===== config.mk =====
export PLATFORM = sky130hd
export DESIGN_NAME = mips_muldiv_flat
export DESIGN_NICKNAME = d
export VERILOG_FILES = /design/src/rtl/mips_muldiv_if.sv /design/src/rtl/mips_muldiv.sv /design/src/flat_wrapper.sv
export SDC_FILE = /design/constraint.sdc
export NUM_CORES = 1
export LEC_CHECK = 0
export CORE_MARGIN = 2
export CORE_UTILIZATION = 35
export CTS_BUF_LIST = sky130_fd_sc_hd__clkbuf_8
export CTS_CLUSTER_DIAMETER = 30
export CTS_CLUSTER_SIZE = 8
export DETAILED_ROUTE_END_ITERATION = 12
export GPL_TIMING_DRIVEN = 0
export PLACE_DENSITY = 0.65
export SYNTH_ARGS = -nofsm -noshare
export SYNTH_HDL_FRONTEND = slang
export SYNTH_SLANG_ARGS = --single-unit
export TNS_END_PERCENT = 100

===== constraint.sdc =====
create_clock -name clk -period 7.7 [get_ports clk]
set_clock_uncertainty 0.2 [all_clocks]
set_input_delay 1.155 -clock clk [delete_from_list [all_inputs] [get_ports clk]]
set_output_delay 1.155 -clock clk [all_outputs]
set_load 0.05 [all_outputs]

===== src/rtl/mips_muldiv_if.sv =====
// Bus interface between the pipeline and the MIPS multiply/divide unit.
// The master side issues operations and HI/LO moves. The slave side (the unit) returns HI/LO and status.
interface mips_muldiv_if;
    logic        start;
    logic [1:0]  op;
    logic [31:0] operand_a;
    logic [31:0] operand_b;
    logic        signal_mthi;
    logic        signal_mtlo;
    logic [31:0] mt_data;
    logic [31:0] hi;
    logic [31:0] lo;
    logic        busy;
    logic        done;
    logic        div_by_zero;

    modport master (
        output start, op, operand_a, operand_b, signal_mthi, signal_mtlo, mt_data,
        input  hi, lo, busy, done, div_by_zero
    );

    modport slave (
        input  start, op, operand_a, operand_b, signal_mthi, signal_mtlo, mt_data,
        output hi, lo, busy, done, div_by_zero
    );
endinterface


===== src/rtl/mips_muldiv.sv =====
// MIPS HI/LO multiply/divide unit. It runs MULT, MULTU, DIV and DIVU iteratively, one bit per cycle.
// Multiply uses shift-add and divide uses restoring shift-subtract. Both work on operand magnitudes.
// A single sign-fix cycle corrects the result and writes it to HI/LO.
// op encoding: bit 1 selects divide, bit 0 selects unsigned.
module mips_muldiv (
    input  logic         clk,
    input  logic         rst,
    mips_muldiv_if.slave bus
);
    typedef enum logic [1:0] {
        S_IDLE,
        S_CALC,
        S_FIX
    } state_t;

    state_t      r_state;
    logic [1:0]  r_op;
    logic        r_sign_a;
    logic        r_sign_b;
    logic        r_dbz;
    logic [31:0] r_operand;   // multiplicand magnitude or divisor magnitude
    logic [63:0] r_acc;       // mul: {partial product, multiplier}; div: {remainder, dividend/quotient}
    logic [5:0]  r_cnt;
    logic [31:0] r_hi;
    logic [31:0] r_lo;
    logic        r_busy;
    logic        r_done;
    logic        r_div_by_zero;

    // Operand capture at acceptance. Only signed ops take magnitudes.
    logic        w_op_signed;
    logic        w_a_neg;
    logic        w_b_neg;
    logic [31:0] w_abs_a;
    logic [31:0] w_abs_b;
    logic        w_start_dbz;

    assign w_op_signed = ~bus.op[0];
    assign w_a_neg     = w_op_signed & bus.operand_a[31];
    assign w_b_neg     = w_op_signed & bus.operand_b[31];
    assign w_abs_a     = w_a_neg ? (32'd0 - bus.operand_a) : bus.operand_a;
    assign w_abs_b     = w_b_neg ? (32'd0 - bus.operand_b) : bus.operand_b;
    assign w_start_dbz = bus.op[1] & (bus.operand_b == 32'd0);

    // One shift-add multiply step. The 33-bit sum keeps the carry, which shifts into the top bit.
    logic [32:0] w_mul_sum;
    logic [63:0] w_mul_next;

    assign w_mul_sum  = {1'b0, r_acc[63:32]} + (r_acc[0] ? {1'b0, r_operand} : 33'd0);
    assign w_mul_next = {w_mul_sum, r_acc[31:1]};

    // One restoring divide step. Bring in the next dividend bit, then trial-subtract.
    // The quotient bit is 1 when no borrow occurs.
    logic [32:0] w_div_shift;
    logic [32:0] w_div_diff;
    logic [63:0] w_div_next;

    assign w_div_shift = {r_acc[63:32], r_acc[31]};
    assign w_div_diff  = w_div_shift - {1'b0, r_operand};
    assign w_div_next  = w_div_diff[32] ? {w_div_shift[31:0], r_acc[30:0], 1'b0}
                                        : {w_div_diff[31:0],  r_acc[30:0], 1'b1};

    // Sign correction. Sign bits are latched as 0 for unsigned ops, so no op check is needed here.
    // Quotient and product take sign_a ^ sign_b. The remainder takes sign_a (truncation toward zero).
    logic        w_neg_res;
    logic [63:0] w_product;
    logic [31:0] w_quot;
    logic [31:0] w_rem;

    assign w_neg_res = r_sign_a ^ r_sign_b;
    assign w_product = w_neg_res ? (64'd0 - r_acc) : r_acc;
    assign w_quot    = w_neg_res ? (32'd0 - r_acc[31:0]) : r_acc[31:0];
    assign w_rem     = r_sign_a ? (32'd0 - r_acc[63:32]) : r_acc[63:32];

    // Control FSM with registered outputs: accept, iterate 32 times, then fix sign and write HI/LO.
    // NOTE: every register here uses non-blocking assignment, so all next-state terms read pre-edge values.
    always_ff @(posedge clk or posedge rst) begin
        if (rst) begin
            r_state       <= S_IDLE;
            r_op          <= 2'b00;
            r_sign_a      <= 1'b0;
            r_sign_b      <= 1'b0;
            r_dbz         <= 1'b0;
            r_operand     <= 32'd0;
            r_acc         <= 64'd0;
            r_cnt         <= 6'd0;
            r_hi          <= 32'd0;
            r_lo          <= 32'd0;
            r_busy        <= 1'b0;
            r_done        <= 1'b0;
            r_div_by_zero <= 1'b0;
        end else begin
            r_done        <= 1'b0;
            r_div_by_zero <= 1'b0;
            case (r_state)
                S_IDLE: begin
                    if (bus.start) begin
                        // start wins over a simultaneous HI/LO move
                        r_op      <= bus.op;
                        r_sign_a  <= w_a_neg;
                        r_sign_b  <= w_b_neg;
                        r_operand <= w_abs_b;
                        r_cnt     <= 6'd0;
                        r_busy    <= 1'b1;
                        r_dbz     <= w_start_dbz;
                        if (w_start_dbz) begin
                            // Divide by zero: the fixed result is staged now, and CALC is skipped.
                            r_acc   <= {bus.operand_a, 32'hFFFF_FFFF};
                            r_state <= S_FIX;
                        end else begin
                            r_acc   <= {32'd0, w_abs_a};
                            r_state <= S_CALC;
                        end
                    end else begin
                        if (bus.signal_mthi) r_hi <= bus.mt_data;
                        if (bus.signal_mtlo) r_lo <= bus.mt_data;
                    end
                end
                S_CALC: begin
                    r_acc <= r_op[1] ? w_div_next : w_mul_next;
                    r_cnt <= r_cnt + 6'd1;
                    if (r_cnt == 6'd31) r_state <= S_FIX;
                end
                S_FIX: begin
                    if (r_dbz) begin
                        {r_hi, r_lo} <= r_acc;
                    end else if (r_op[1]) begin
                        r_hi <= w_rem;
                        r_lo <= w_quot;
                    end else begin
                        {r_hi, r_lo} <= w_product;
                    end
                    r_done        <= 1'b1;
                    r_div_by_zero <= r_dbz;
                    r_busy        <= 1'b0;
                    r_state       <= S_IDLE;
                end
                default: r_state <= S_IDLE;
            endcase
        end
    end

    assign bus.hi          = r_hi;
    assign bus.lo          = r_lo;
    assign bus.busy        = r_busy;
    assign bus.done        = r_done;
    assign bus.div_by_zero = r_div_by_zero;
endmodule


===== src/flat_wrapper.sv =====
// flat-port wrapper written by rule: the top's interface ports become plain ports
module mips_muldiv_flat 
  (clk, rst, bus_start, bus_op, bus_operand_a, bus_operand_b, bus_signal_mthi, bus_signal_mtlo, bus_mt_data, bus_hi, bus_lo, bus_busy, bus_done, bus_div_by_zero);
  mips_muldiv_if bus_i ();
  input  logic clk;
  input  logic rst;
  input wire logic [$bits(bus_i.start)-1:0] bus_start;
  input wire logic [$bits(bus_i.op)-1:0] bus_op;
  input wire logic [$bits(bus_i.operand_a)-1:0] bus_operand_a;
  input wire logic [$bits(bus_i.operand_b)-1:0] bus_operand_b;
  input wire logic [$bits(bus_i.signal_mthi)-1:0] bus_signal_mthi;
  input wire logic [$bits(bus_i.signal_mtlo)-1:0] bus_signal_mtlo;
  input wire logic [$bits(bus_i.mt_data)-1:0] bus_mt_data;
  output wire logic [$bits(bus_i.hi)-1:0] bus_hi;
  output wire logic [$bits(bus_i.lo)-1:0] bus_lo;
  output wire logic [$bits(bus_i.busy)-1:0] bus_busy;
  output wire logic [$bits(bus_i.done)-1:0] bus_done;
  output wire logic [$bits(bus_i.div_by_zero)-1:0] bus_div_by_zero;
  assign bus_i.start = bus_start;
  assign bus_i.op = bus_op;
  assign bus_i.operand_a = bus_operand_a;
  assign bus_i.operand_b = bus_operand_b;
  assign bus_i.signal_mthi = bus_signal_mthi;
  assign bus_i.signal_mtlo = bus_signal_mtlo;
  assign bus_i.mt_data = bus_mt_data;
  assign bus_hi = bus_i.hi;
  assign bus_lo = bus_i.lo;
  assign bus_busy = bus_i.busy;
  assign bus_done = bus_i.done;
  assign bus_div_by_zero = bus_i.div_by_zero;
  mips_muldiv u_core (.clk(clk), .rst(rst), .bus(bus_i));
endmodule

==> results_dict.tcl <==
set metrics [dict create \
    synth_adder_area_share_pct 6.16 \
    synth_nets 1961 \
    path_cells "clkinv_1 > clkbuf_1 > nor2_1 > ha_1 > nand2_1 > o311a_1 > a2bb2oi_1 > o41ai_1 > a41oi_1 > a21oi_1 > o31ai_1 > xnor2_1 > o221ai_1" \
    port-buffer-count 169 \
    syn_area_sq_mm 0.0147 \
    final_core_util_pct 41.9 \
    num-fill-cells 4216 \
    grt_usage_pct 24.9 \
    period_minus_slack_ns 4.87 \
    cts-root-buf "clkbuf_8" \
    async_flop_share_pct 100 \
    status "finished, final reports clean" \
    p_int_w 0.00409 \
    clock_latency_ns 0.52 \
    vdd_ir_drop_max_mv 0.184 \
    drv_slew 0 \
    worst_pin_slew_ns 1.13 \
    synth_edf_count 0 \
    yosys.area_share.xor_xnor_pct 9.73 \
    crit_type "register to register" \
    cts_hold_buf 0 \
    drive_above_1_share_pct 3.57 \
    synthSimpleGateAreaFrac_pct 18.0 \
    cts_tree "done" \
    place_congestion 0.974 \
    final_cell_mix "nand2_1, dfrtp_1, o21ai_0, clkdlybuf4s50_1, nor2_1" \
    cts_resized 0 \
    path_buf_inv 2 \
    critPathCaptureType "register" \
    layout.cells.most_common "nand2_1" \
    rsz0062_at_grt "no" \
    overflow 0 \
    avgSynthCellArea_sq_um 8.21 \
    dieArea_sq_mm 0.0436 \
    ant_nets 0 \
    clkPwrFrac_pct 7.5 \
    grt_pass1_vias 14200 \
    synth_top_family_by_area "compound AO/OA/AOI/OAI gates" \
    layoutNonFillerInstCount 2528 \
    power_frac_seq_pct 21.9 \
    ys_types 82 \
    num_rows 75 \
    synth_compound_area_share_pct 25.3 \
    dieHeight_microns 209 \
    vias 14700 \
    ys_seq_area_share_pct 29.8 \
    start_util_pct 35.2 \
    p_sw_w 0.00480 \
    p_sw_share_pct 54.0 \
    synth-seq-cells 175 \
    period_share_pct 63.3 \
    wl_microns 55400 \
    setup_violations 0 \
    first_iter_violations 1307 \
    die_width_microns 209 \
    critPathMaxFanout 10 \
    drv_cap 0 \
    grt_max_degree 126 \
    syn-instance-count 1787 \
    synthFlopType "dfrtp_1" \
    start_kind "register" \
    cts_sinks 175 \
    fmax_mhz 205 \
    area_growth_pct 19.0 \
    p_leak_nw 7.13 \
    drc 0 \
    max_stage_delay_ns 0.74 \
    worstPathRequired_ns 7.87 \
    arrival_ns 5.04 \
    synthMuxAreaShare_pct 6.42 \
    holdPathStages 2 \
    firstDrtPassIters 8 \
    critical-path-slowest-cell "o41ai_1" \
    comb_power_share_pct 70.6 \
    nNetsFinal 2150 \
    power.density_mw_per_mm2 509 \
    place_hpwl_microns 44200 \
    vias_per_cell 5.81 \
    critPathTopFamily "compound AO/OA/AOI/OAI gates" \
    wl_per_cell_microns 21.9 \
    hold_viol_final 0 \
    antenna_cells 0 \
    cts_setup_buffers 0 \
    ys.warnings.count 0 \
    clk_path_buf_depth 2 \
    cts-buffers-inserted 17 \
    grt_pass1_wl_microns 83800 \
    relSlewSlack_pct 23.8 \
    h-tree-depth 4 \
    clk_pin_slew_worst_paths_ns 0.12 \
    cp.depth 13 \
    antenna_found_initial 1 \
    dpl.cell_count 2496 \
    r2r_cells 13 \
    fp.coreArea_sq_mm 0.0417 \
    hold_path.class "register to register" \
    io_pins 170 \
]
==> kinds of logic (layout without fill, tap and decap cells) <==
family                     Yosys count  in the layout
AOI/OAI and AO/OA                  578            578
xor gates and xnor gates           163            163
adders and majority gates           71             71
buffers and inverters              167            369
DFF                                175            175
muxes                               94             94
and+or+nand+nor                    539            539
==> final timing paths <==
path,startpoint,to,slack [ns]
max reg2reg,u_core.r_acc[0]$_DFFE_PP0P_,u_core.r_acc[58]$_DFFE_PP0P_,2.83
max,u_core.r_acc[0]$_DFFE_PP0P_,u_core.r_acc[58]$_DFFE_PP0P_,2.83
max in group asynchronous,rst,u_core.r_operand[27]$_DFFE_PP0P_,5.44
min in group asynchronous,rst,u_core.bus.lo[20]$_DFFE_PP0P_,0.84
min,u_core.r_operand[24]$_DFFE_PP0P_,u_core.r_operand[24]$_DFFE_PP0P_,0.29
min reg2reg,u_core.r_operand[24]$_DFFE_PP0P_,u_core.r_operand[24]$_DFFE_PP0P_,0.29
==> Yosys cell counts, drive strengths merged (19+ instances only) <==
| library cell | instances | area [sq um] |
|---|---|---|
| nand2 | 187 | 702 |
| o21ai | 180 | 905 |
| dfrtp | 175 | 4380 |
| nor2 | 146 | 548 |
| a21oi | 125 | 629 |
| mux2i | 93 | 931 |
| xnor2 | 88 | 771 |
| clkbuf | 87 | 338 |
| xor2 | 75 | 657 |
| ha | 69 | 863 |
| inv | 60 | 225 |
| a21o | 59 | 443 |
| a221oi | 45 | 394 |
| nor3 | 34 | 175 |
| nand2b | 25 | 164 |
| a31oi | 24 | 150 |
| o31ai | 24 | 180 |
| nand3 | 23 | 120 |
| o221ai | 21 | 184 |
| nor2b | 19 | 119 |
==> cell type report <==
type | instances | area [sq um] | share of cell area (%)
buffer | 105 | 428 | 2.45
tap | 539 | 674 | 3.86
multi-input combinational | 1445 | 9630 | 55.2
clock inverter | 15 | 159 | 0.910
inverter | 62 | 240 | 1.38
sequential | 175 | 4380 | 25.1
timing repair buffer | 170 | 1720 | 9.84
clock buffer | 17 | 234 | 1.34
==> worst min-delay path: cells and delay by family (launching register included) <==
| family | cells | cell delay (ns) |
|---|---|---|
| compound gates | 1 | 0.06 |
| flops | 1 | 0.35 |
| simple gates | 1 | 0.05 |
==> stage by stage <==
stage	worst slack, ns	setup TNS [ns]	hold WS, ns	total power, W	instance area (sq um)
2_1_floorplan	1.60	0	0.250	0.00627	14700
3_3_place_gp	-0.955	-163.09	0.264	0.00801	17000
3_5_place_dp	2.51	0	0.271	0.00811	17100
4_1_cts	2.92	0	0.294	0.00880	17500
5_1_grt	2.70	0	0.313	0.00948	17500
6_report	2.83	0	0.287	0.00890	17500
==> state kept, by name (all words and copies together), names as in the netlist, 2 cells and up <==
register,count
u_core.r_state,2
u_core.bus.lo,32
u_core.r_acc,64
u_core.r_cnt,6
u_core.r_operand,32
u_core.bus.hi,32
==> per-layer routing <==
layer	global-route usage, %	wire, microns	vias to the layer above
met5	0	0	-
met4	12.0	2550	0
met3	4.34	3650	117
met2	40.2	25300	630
met1	32.2	23900	7053
li1	-	-	6879
==> power by group through the flow <==
stage | Sequential [W] | Combinational (W) | Clock [W]
floorplan | 0.00231 | 0.00396 | 0
global placement | 0.00193 | 0.00608 | 0
detailed placement | 0.00194 | 0.00617 | 0
CTS | 0.00192 | 0.00620 | 0.000677
global route | 0.00199 | 0.00678 | 0.000709
finish | 0.00195 | 0.00628 | 0.000667
Note: power is estimated with default switching activity, not from simulation.
